## src/rtl/bnn_pkg.sv

```systemverilog
// Shared constants, types and FSM state encoding for the binary conv stage.
// No ports; imported by bnn_xnor_popcount and bnn_conv_layer.
package bnn_pkg;
  localparam int IMG_DIM = 28;
  localparam int K_DIM   = 3;
  localparam int N_FILT  = 8;
  localparam int OUT_DIM = IMG_DIM - K_DIM + 1;
  localparam int POP_W   = 4;

  typedef logic [IMG_DIM-1:0][IMG_DIM-1:0] pixel_map_t;
  typedef logic [K_DIM-1:0][K_DIM-1:0]     kernel_t;
  typedef logic [N_FILT-1:0]               act_vec_t;
  typedef logic [POP_W-1:0]                pop_t;

  typedef enum logic [1:0] {IDLE, RUN, DRAIN, DONE} conv_state_t;
endpackage

```

## src/rtl/bnn_xnor_popcount.sv

```systemverilog
// One filter lane: XNOR a 3x3 binary window against a 3x3 kernel and count
// matching positions (0..9).
// Ports: win  - window bits, bit i*K_DIM+j = pixel at window row i, col j
//        kern - kernel, same bit layout as win
//        pop  - number of matching positions
module bnn_xnor_popcount
  import bnn_pkg::*;
(
  input  logic [K_DIM*K_DIM-1:0] win,
  input  kernel_t                kern,
  output pop_t                   pop
);
  logic [K_DIM*K_DIM-1:0] match;

  assign match = ~(win ^ kern);

  always_comb begin
    pop = '0;
    for (int k = 0; k < K_DIM*K_DIM; k++) pop = pop + pop_t'(match[k]);
  end
endmodule

```

## src/rtl/bnn_conv_layer.sv

```systemverilog
// Binary 3x3 convolution over a 28x28 image, eight filters in parallel,
// one thresholded 8-bit activation vector per window streamed out over
// valid/ready in raster order (col fastest).
// Ports: clk, reset_n (async, active low)
//        start            - level, image/kernels valid while high
//        pixels[row][col] - binary image
//        weights[f][r][c] - binary kernels
//        out_valid/out_ready/out_bits/out_row/out_col - output stream
//        busy (RUN or DRAIN), done (DONE)
// Optional build macro BNN_CONV_POPCOUNT_EN adds out_popcount, the raw
// per-filter popcount registered with out_bits.
module bnn_conv_layer
  import bnn_pkg::*;
#(
  parameter int         IMG_DIM = 28,
  parameter int         N_FILT  = 8,
  parameter logic [3:0] THRESH  = 4'd5
) (
  input  logic                                   clk,
  input  logic                                   reset_n,
  input  logic                                   start,
  input  logic [IMG_DIM-1:0][IMG_DIM-1:0]        pixels,
  input  logic [N_FILT-1:0][K_DIM-1:0][K_DIM-1:0] weights,
  output logic                                   out_valid,
  input  logic                                   out_ready,
  output logic [N_FILT-1:0]                      out_bits,
  output logic [4:0]                             out_row,
  output logic [4:0]                             out_col,
`ifdef BNN_CONV_POPCOUNT_EN
  output logic [N_FILT-1:0][POP_W-1:0]           out_popcount,
`endif
  output logic                                   busy,
  output logic                                   done
);
  localparam int ODIM = IMG_DIM - K_DIM + 1;
  localparam int CW   = 5;
  localparam logic [CW-1:0] LAST = CW'(ODIM - 1);

  conv_state_t state_q, state_d;
  logic [CW-1:0] r_q, c_q;
  logic [K_DIM*K_DIM-1:0] win;
  logic [N_FILT-1:0][POP_W-1:0] pop;
  logic [N_FILT-1:0] bits;
  logic adv, last_pos;

  // A new vector may be loaded whenever the output register is empty or
  // being drained this edge.
  assign adv      = !out_valid || out_ready;
  assign last_pos = (r_q == LAST) && (c_q == LAST);
  assign busy     = (state_q == RUN) || (state_q == DRAIN);
  assign done     = (state_q == DONE);

  // Window shared by all filter lanes; bit layout matches kernel_t packing.
  always_comb begin
    win = '0;
    for (int i = 0; i < K_DIM; i++)
      for (int j = 0; j < K_DIM; j++)
        win[i*K_DIM+j] = pixels[r_q + CW'(i)][c_q + CW'(j)];
  end

  for (genvar f = 0; f < N_FILT; f++) begin : g_filt
    bnn_xnor_popcount u_pc (.win(win), .kern(weights[f]), .pop(pop[f]));
    assign bits[f] = pop[f] >= THRESH;
  end

  always_comb begin
    state_d = state_q;
    unique case (state_q)
      IDLE:    if (start) state_d = RUN;
      RUN:     if (adv && last_pos) state_d = DRAIN;
      DRAIN:   if (out_valid && out_ready) state_d = DONE;
      DONE:    if (!start) state_d = IDLE;
      default: state_d = IDLE;
    endcase
  end

  always_ff @(posedge clk or negedge reset_n) begin
    if (!reset_n) state_q <= IDLE;
    else          state_q <= state_d;
  end

  always_ff @(posedge clk or negedge reset_n) begin
    if (!reset_n) begin
      r_q       <= '0;
      c_q       <= '0;
      out_valid <= 1'b0;
      out_bits  <= '0;
      out_row   <= '0;
      out_col   <= '0;
`ifdef BNN_CONV_POPCOUNT_EN
      out_popcount <= '0;
`endif
    end else begin
      if (state_q == IDLE && start) begin
        r_q <= '0;
        c_q <= '0;
      end else if (state_q == RUN && adv) begin
        out_valid <= 1'b1;
        out_bits  <= bits;
        out_row   <= r_q;
        out_col   <= c_q;
`ifdef BNN_CONV_POPCOUNT_EN
        out_popcount <= pop;
`endif
        if (c_q == LAST) begin
          c_q <= '0;
          r_q <= r_q + 1'b1;
        end else begin
          c_q <= c_q + 1'b1;
        end
      end else if (state_q == DRAIN && out_valid && out_ready) begin
        out_valid <= 1'b0;
      end
    end
  end
endmodule

```

## config.mk

```make
export PLATFORM = sky130hd
export DESIGN_NAME = bnn_conv_layer
export DESIGN_NICKNAME = d
export VERILOG_FILES = /design/src/rtl/bnn_pkg.sv /design/src/rtl/bnn_xnor_popcount.sv /design/src/rtl/bnn_conv_layer.sv
export SDC_FILE = /design/constraint.sdc
export NUM_CORES = 1
export LEC_CHECK = 0
export CELL_PAD_IN_SITES_DETAIL_PLACEMENT = 0
export CELL_PAD_IN_SITES_GLOBAL_PLACEMENT = 2
export CORE_AREA = 2 2 338 340
export DETAILED_ROUTE_END_ITERATION = 8
export DIE_AREA = 0 0 340 342
export MAX_ROUTING_LAYER = met4
export PLACE_DENSITY = 0.77
export SLEW_MARGIN = 25
export SYNTH_ARGS = -nofsm -noshare
export SYNTH_HDL_FRONTEND = slang
export SYNTH_HIERARCHICAL = 1
export SYNTH_SLANG_ARGS = --single-unit
```

## constraint.sdc

```tcl
create_clock -name clk -period 14.6 [get_ports clk]
set_input_delay 2.92 -clock clk [delete_from_list [all_inputs] [get_ports clk]]
set_output_delay 2.92 -clock clk [all_outputs]
set_load 0.05 [all_outputs]
```

---- Yosys cells after proc, flatten, opt, wreduce, memory -nomap -nowiden ----
Cells that the tools add are included.
W data, S select, Z words.
storage, ports and cells
  flip-flop bits (word level) ............. 31
  word-level logic and storage cells ...... 170
  output and inout bits ................... 21
cells by class
  equality and inequality tests ........... 9
  $lt $le $gt $ge ......................... 14
  bitwise operators ....................... 17
  multiplexer cells ....................... 37
  add/sub/neg operators ................... 68
  reductions and logical operators ........ 18
operator list
  kind                   number
  $bmux W28 S5           3
  $add A4 B1 Y4          56
  $mux W28               3
  $not A9 Y9             8
  $xor A9 B9 Y9          8
  $bmux W1 S5            9
  $lt A5 B6 Y1 const B   6
  $ge A4 B3 Y1 const B   8
  $mux W5                6
  $add A1 B1 Y2          8
  $mux W1                11
  $add A5 B1 Y5 const B  2
  $add A5 B2 Y5 const B  2
  $eq A5 B5 Y1 const B   2
  $mux W2                4
  $ne A2 B2 Y1 const B   4
  $pmux W2 S4            1
  $logic_and A1 B1 Y1    7
  $reduce_and A2 Y1      3
  $reduce_bool A2 Y1     3
  $eq A2 B2 Y1 const B   2
  $reduce_and A4 Y1      1
  $eq A2 B1 Y1 const B   1
  $logic_not A2 Y1       1
  other kinds (3)        4

---- Longest topological paths before layout ----
Gate-level depths: netlist of run 1.
  word-level depth ........................ 16
  gate-level depth with buffers ........... 31
  mapped depth without buffers ............ 22

---- Modules after synthesis ----
The synthesis of run 1 kept the hierarchy.
modules (own cells, without submodules)
  module             times used  seq. area each (sq um)  area each (sq um)  cells each
  bnn_conv_layer     1           775.7                   24519.8            2381
  bnn_xnor_popcount  8           0.0                     264.0              27

---- Least setup slack after synthesis of run 1 ----
No wires, ideal clock.
  path type ............................... input-to-reg
  from .................................... input pixels[79] (netlist bit)
  to ...................................... register out_bits[0]
  path buffers ............................ 0
  stages .................................. 20
  arrival time ............................ 7889 ps
  setup time .............................. 138 ps
  required time ........................... 14462 ps
  slack ................................... 6572 ps
  cells stage by stage .................... mux2i_1 a221oi_1 o21ai_0 a22o_1 mux4_2 mux2i_1 a211oi_1 a31oi_1 xnor2_1 fa_1 inv_1 fa_1 inv_1 fa_1 inv_1 fa_1 fa_1 inv_1 o21ai_0 a31oi_1
RTL lines
  element               RTL line              RTL
  start, declared       bnn_conv_layer.sv:22  input logic [IMG_DIM-1:0][IMG_DIM-1:0] pixels,
  end signal, assigned  bnn_conv_layer.sv:99  out_bits <= bits;
  end, declared         bnn_conv_layer.sv:26  output logic [N_FILT-1:0] out_bits,

==> impl_metrics.env, run 1 <==
export IMPL_outcome="finished clean"
export IMPL_r2r_setup_slack_ps=5030
export IMPL_cts_root_buf="clkbuf_16"
export IMPL_pwr_share_seq_pct=3.5
export IMPL_setup_violations=0
export IMPL_cp_endpoint="out_bits[3]"
export IMPL_cpMaxStageDelayCell="buf_4"
export IMPL_clk_latency_ps=310
export IMPL_p_per_area_nw_per_um2=111
export IMPL_fmax_ghz=0.104
export IMPL_crit_path_start_kind="flop"
export IMPL_nets=4179
export IMPL_rr_endpoint="out_bits[3]"
export IMPL_swShare_pct=51.7
export IMPL_path_common_cell="fa_1"
export IMPL_worst_r2r_path_depth=24
export IMPL_cts_path_max_buffers=2
export IMPL_wl_mm=180
export IMPL_cts_hold_buffers=0
export IMPL_track_usage_pct=30.6
export IMPL_antenna_found_initial=57
export IMPL_cts_tree="built"
export IMPL_clk_pin_slew_worst_paths_ps=80
export IMPL_p_sw_w=0.00209
export IMPL_synth_warnings=6
export IMPL_synth_edff_count=0
export IMPL_routedWlPerCell_um=37.3
export IMPL_post_route_drc_count=0
export IMPL_p_comb_share_pct=93.5
export IMPL_floorplan_initialDensity_pct=23.5
export IMPL_first_iter_violations=2994
export IMPL_path_class="flop to flop"
export IMPL_max_vdd_ir_drop_mv=0.164
export IMPL_cts_inserted_buffers=5
export IMPL_syn_cell_area_sq_um=26600
export IMPL_dr_pass1_iters=6
export IMPL_area_growth_pct=37.5
export IMPL_p_int_w=0.00196
export IMPL_rsz0062_at_grt="false"
export IMPL_hp_class="flop to flop"
export IMPL_end_kind="flop"
export IMPL_synth_net_count=3523
export IMPL_setup_tns_ps=0
export IMPL_final_cell_mix="879 x clkdlybuf4s50_1, 445 x mux2i_1, 434 x mux4_2"
export IMPL_core_sq_um=113000
export IMPL_grt_pass1_wl_mm=245
export IMPL_post_cts_resized=0
export IMPL_routabilityCongestion=0.968
export IMPL_syn_inst=2597
export IMPL_cap_violations=0
export IMPL_worst_pin_slew_ps=1130
export IMPL_die_width_um=340
export IMPL_grt_pass1_vias=29446
export IMPL_drv_slew=0
export IMPL_ys_seq_area_share_pct=2.91
export IMPL_final_util_pct=32.4
export IMPL_slew_headroom_pct=24.5
export IMPL_dpl_hpwl_mm=143
export IMPL_required_ps=14760
export IMPL_detail_route_antenna_nets=0
export IMPL_ys_async_sr_fraction_pct=100
export IMPL_placed_area_sq_um=36300
export IMPL_skew_ps=11.2
export IMPL_worstPathCellList="buf_4 -> buf_4 -> buf_4 -> nor2b_4 -> buf_4 -> a221oi_1 -> o21ai_0 -> o2bb2ai_1 -> mux4_2 -> nor2_1 -> o21ai_1 -> a31oi_2 -> xnor2_1 -> fa_1 -> inv_1 -> fa_1 -> inv_1 -> fa_1 -> inv_1 -> fa_1 -> fa_1 -> inv_1 -> o21ai_0 -> a31oi_1"
export IMPL_cellLeakagePower_nw=11.7
export IMPL_vias=29549
export IMPL_drive_gt1_share_pct=19.0
export IMPL_post_cts_buffers=0
export IMPL_fp_dieH_um=342
export IMPL_cp_startpoint="r_q[0]"
export IMPL_ioPinCount=881
export IMPL_viasPerCell=6.12
export IMPL_rows=124
export IMPL_portBuffers=880
export IMPL_cts_sinks=31
export IMPL_synth_seq_cells=31
export IMPL_fp_dieArea_sq_um=116000
export IMPL_synth_ff_type="dfrtp_1"
export IMPL_clock_power_share_pct=3.0
export IMPL_final_common_cell="clkdlybuf4s50_1"
export IMPL_ys_types=89
export IMPL_period_needed_ps=9570
export IMPL_cpPeakStageDelay_ps=880
export IMPL_fin_crit_sh_pct=65.6
export IMPL_grt_ovfl_total=0
export IMPL_htree_levels=2
export IMPL_reg2reg_from="r_q[0]"
export IMPL_avgSynthCellArea_sq_um=10.3
export IMPL_arrival_ps=9730
export IMPL_stdcell_area_sq_um=36600
export IMPL_hold_viol=0
export IMPL_fill_cells=11653
export IMPL_grt_max_degree=149
export IMPL_worstPathMaxFanout=71
[logic make-up (layout without fill, tap and decap cells)]
kind of cell / Yosys count / after routing / synth area share, %
mux: 922 / 922 / 55.2
simple gates: 546 / 546 / 11.2
compound gates: 543 / 543 / 14.7
buf+inv: 394 / 1051 / 8.58
xor+xnor: 95 / 95 / 3.21
fa+ha+maj: 66 / 66 / 4.23
flops: 31 / 31 / 2.91
other cells: 0 / 61 / 0
[worst min path at each step]
| stage | slack (ps) | cells past startpoint | end | start |
|---|---|---|---|---|
| finish | 510 | 1 | out_row[0] | out_row[0] |
| global route | 530 | 1 | out_row[0] | out_row[0] |
| CTS | 510 | 1 | out_row[0] | out_row[0] |
| detailed placement | 490 | 1 | out_row[0] | out_row[0] |
| global placement | 490 | 1 | out_row[0] | out_row[0] |
| floorplan | 530 | 1 | state_q[0] | state_q[0] |
[power groups by stage]
stage          combinational [W]  clock (W)  sequential (W)
2_1_floorplan            0.00261          0        0.000177
3_3_place_gp             0.00377          0        0.000141
3_5_place_dp             0.00377          0        0.000142
4_1_cts                  0.00381   0.000130        0.000140
5_1_grt                  0.00428   0.000131        0.000144
6_report                 0.00379   0.000123        0.000140
[routing by layer]
metal	track usage (%)	routed length (um)	vias up	share of wire [%]
met5	-	0	-	0
met4	11.9	7900	0	4.4
met3	5.75	14700	293	8.2
met2	49.9	86200	1859	48
met1	37.5	71300	15269	40
li1	-	-	12128	-
[sequential cells by signal, summed over array words and instances, names as in the netlist]
register	cells
out_row	5
out_bits	8
state_q	2
out_col	5
r_q	5
c_q	5
out_valid	1
[final cells by class]
class                   instances  area (sq um)  area share [%]
repair buffers                957          9490            25.9
well taps                    1512          1890            5.17
clock buffers                   5           125           0.342
clock inverters                 3          23.8          0.0649
flip-flops and latches         31           795            2.17
inverters                      86           329           0.899
multi-input cells            2172         23800            65.0
diodes                         61           153           0.417
[Yosys cell counts, types with 12 or more instances]
| master | number | area [sq um] |
|---|---|---|
| buf_6 | 36 | 405 |
| dfrtp_1 | 31 | 776 |
| a22o_1 | 18 | 158 |
| a22oi_1 | 55 | 413 |
| xor2_1 | 37 | 324 |
| a311oi_1 | 13 | 114 |
| mux2i_1 | 445 | 4450 |
| nor3_1 | 38 | 190 |
| nand3_1 | 121 | 606 |
| mux4_2 | 434 | 9770 |
| a211oi_1 | 15 | 113 |
| nor3b_1 | 51 | 383 |
| clkbuf_1 | 73 | 274 |
| buf_1 | 15 | 56.3 |
| inv_1 | 82 | 308 |
| o211ai_1 | 21 | 158 |
| o22ai_1 | 21 | 131 |
| nor2_1 | 66 | 248 |
| mux2_2 | 38 | 428 |
| a211o_1 | 18 | 158 |
| nand2_1 | 118 | 443 |
| buf_2 | 94 | 470 |
| a31oi_1 | 21 | 131 |
| ha_1 | 26 | 325 |
| o21a_1 | 12 | 90.1 |
| nand4_1 | 46 | 288 |
| o221ai_1 | 22 | 193 |
| a21oi_1 | 105 | 526 |
| fa_1 | 40 | 801 |
| xnor2_1 | 55 | 482 |
| buf_4 | 82 | 616 |
| and3_1 | 14 | 87.6 |
| o21ai_0 | 67 | 335 |
| a221oi_1 | 54 | 473 |
| nand3b_1 | 27 | 203 |
| nor2b_1 | 12 | 75.1 |
[critical path, delay by kind of cell (launching register included)]
| family | cells | cell delay [ps] |
|---|---|---|
| adders and majority gates | 5 | 2490 |
| xor gates and xnor gates | 1 | 220 |
| DFF | 1 | 810 |
| AOI/OAI and AO/OA | 7 | 1960 |
| buffers and inverters | 8 | 2890 |
| muxes | 1 | 530 |
| and+or+nand+nor | 2 | 420 |
[per-stage QoR]
stage	setup slack, ps	cells	hold slack, ps	power, W
6_report	5030	4827	511	0.00405
5_1_grt	4520	4816	527	0.00456
4_1_cts	5080	4765	512	0.00408
3_5_place_dp	4970	4757	494	0.00391
3_3_place_gp	4970	4756	491	0.00391
2_1_floorplan	6570	2597	528	0.00279
No activity file was read; power rests on OpenSTA's default activity.
==> run 2, diff against run 1 <==
- CORE_AREA: 2 2 338 340 -> 2 2 345 347
- DIE_AREA: 0 0 340 342 -> 0 0 347 349
- PLACE_DENSITY: 0.77 -> 0.75
- clock period: 14.6 -> 9.3 ns (I/O delays scaled with it)
==> impl_metrics.env, run 2 (same netlist as run 1, synthesis figures left out) <==
export IMPL_holdPathStages=1
export IMPL_setup_tns_ps=0
export IMPL_fmax_ghz=0.121
export IMPL_arrival_ps=8390
export IMPL_post_cts_resized=0
export IMPL_path_common_cell="fa_1"
export IMPL_fill_cells=12202
export IMPL_cts_tree="built"
export IMPL_first_iter_violations=3143
export IMPL_portBuffers=880
export IMPL_grt_ovfl_total=0
export IMPL_routedWlPerCell_um=37.8
export IMPL_crit_path_start_kind="flop"
export IMPL_worstPathMaxFanout=50
export IMPL_cpPeakStageDelay_ps=830
export IMPL_drive_gt1_share_pct=19.5
export IMPL_cellLeakagePower_nw=11.9
export IMPL_outcome="finished clean"
export IMPL_vias=29829
export IMPL_largest_register_ffs=8
export IMPL_viasPerCell=6.09
export IMPL_rr_endpoint="out_bits[5]"
export IMPL_path_class="flop to flop"
export IMPL_swShare_pct=51.6
export IMPL_cpMaxStageDelayCell="dfrtp_4"
export IMPL_core_sq_um=117000
export IMPL_grt_max_degree=126
export IMPL_dr_pass1_iters=5
export IMPL_reg2reg_from="r_q[0]"
export IMPL_largest_register="out_bits"
export IMPL_rows=126
export IMPL_antenna_found_initial=86
export IMPL_clk_latency_ps=310
export IMPL_routabilityCongestion=0.967
export IMPL_final_cells=4898
export IMPL_clk_pin_slew_worst_paths_ps=70
export IMPL_grt_pass1_vias=29488
export IMPL_dpl_hpwl_mm=148
export IMPL_fp_dieArea_sq_um=121000
export IMPL_post_cts_buffers=0
export IMPL_wl_mm=185
export IMPL_final_common_cell="clkdlybuf4s50_1"
export IMPL_final_cell_mix="879 x clkdlybuf4s50_1, 445 x mux2i_1, 434 x mux4_2"
export IMPL_skew_ps=11.6
export IMPL_cap_violations=0
export IMPL_p_sw_w=0.00328
export IMPL_hold_ws_ps=507
export IMPL_pwr_share_seq_pct=3.8
export IMPL_track_usage_pct=30.1
export IMPL_rsz0062_at_grt="false"
export IMPL_htree_levels=2
export IMPL_fin_crit_sh_pct=88.5
export IMPL_period_needed_ps=8230
export IMPL_p_comb_share_pct=93.2
export IMPL_whs_endpoint="out_row[3]"
export IMPL_clock_power_share_pct=3.0
export IMPL_total_power_w=0.00636
export IMPL_ioPinCount=881
export IMPL_floorplan_initialDensity_pct=22.7
export IMPL_cts_sinks=31
export IMPL_area_growth_pct=38.9
export IMPL_required_ps=9460
export IMPL_detail_route_antenna_nets=0
export IMPL_drv_slew=0
export IMPL_slew_headroom_pct=27.3
export IMPL_grt_pass1_wl_mm=249
export IMPL_nets=4205
export IMPL_regArea_sq_um=795
export IMPL_worst_pin_slew_ps=1090
export IMPL_setup_violations=0
export IMPL_end_kind="flop"
export IMPL_cts_root_buf="clkbuf_16"
export IMPL_hold_viol=0
export IMPL_final_util_pct=31.5
export IMPL_hp_start="out_row[3]"
export IMPL_p_int_w=0.00308
export IMPL_die_width_um=347
export IMPL_cts_path_max_buffers=2
export IMPL_critPathTopFamily="adder cells"
export IMPL_worstPathCellList="buf_4 -> and3b_2 -> buf_4 -> o211ai_1 -> and4b_1 -> a221oi_1 -> mux2i_1 -> mux4_2 -> o2111ai_1 -> o211a_1 -> buf_4 -> xnor2_1 -> fa_1 -> inv_1 -> fa_1 -> inv_1 -> fa_1 -> inv_1 -> fa_1 -> fa_1 -> inv_1 -> o21ai_0 -> a31oi_1"
export IMPL_hp_class="flop to flop"
export IMPL_max_vdd_ir_drop_mv=0.257
export IMPL_cts_hold_buffers=0
export IMPL_cp_buffers_inverters=7
export IMPL_post_route_drc_count=0
export IMPL_fp_dieH_um=349
export IMPL_cts_inserted_buffers=5
export IMPL_worst_r2r_path_depth=23
export IMPL_p_per_area_nw_per_um2=172
export IMPL_multi_input_area_sq_um=23800
export IMPL_r2r_setup_slack_ps=1070
export IMPL_place_inst=4807
[run 2: cell types whose count changed in the layout (fill, tap and decap cells not counted), moves of 2 or more]
cell	previous run	this run
nor2b_2	2	0
clkinv_4	0	2
buf_12	5	14
nor2b_1	6	8
buf_4	70	87
diode_2	61	82
[run 2: worst register-to-register path, delay by kind of cell (launching register included)]
family                     cells  cell delay (ps)
buffers and inverters          7             1630
adders and majority gates      5             2520
AOI/OAI and AO/OA              6             1310
and+or+nand+nor                2              870
muxes                          2              750
xor gates and xnor gates       1              160
DFF                            1              830
[run 2: how the worst max path moves through the flow]
stage,from,end,slack (ps),depth (start not counted)
after floorplan,r_q[1],out_bits[0],2250,31
after global placement,pixels[194],out_bits[6],800,21
after detailed placement,pixels[194],out_bits[4],760,21
after CTS,r_q[0],out_bits[5],1080,21
after global routing,r_q[0],out_bits[6],790,23
final,r_q[0],out_bits[5],1070,23
[run 2: final cells by class]
type	instances	area share (%)
Sequential cell	31	2.15
Tap cell	1536	5.20
Clock buffer	5	0.338
Inverter	86	0.890
Clock inverter	3	0.0676
Multi-Input combinational cell	2172	64.3
Antenna cell	82	0.555
Timing Repair Buffer	983	26.5
[run 2: power groups by stage]
stage / combinational (W) / sequential, W / clock, W
final: 0.00593 / 0.000245 / 0.000189
after global placement: 0.00582 / 0.000246 / 0
after floorplan: 0.00409 / 0.000279 / 0
after CTS: 0.00594 / 0.000245 / 0.000195
after detailed placement: 0.00589 / 0.000248 / 0
after global routing: 0.00666 / 0.000253 / 0.000198
[run 2: per-layer routing]
layer,global-route usage (%),routed length [um]
met5,-,0
met4,10.7,7490
met3,5.79,15300
met2,49.9,90500
met1,36.4,72000
[run 2: per-stage QoR]
stage	instance area (sq um)	setup WS [ps]
3_5_place_dp	36600	760
3_3_place_gp	36600	803
4_1_cts	36700	1080
2_1_floorplan	26600	2250
6_report	37000	1070
5_1_grt	37000	793
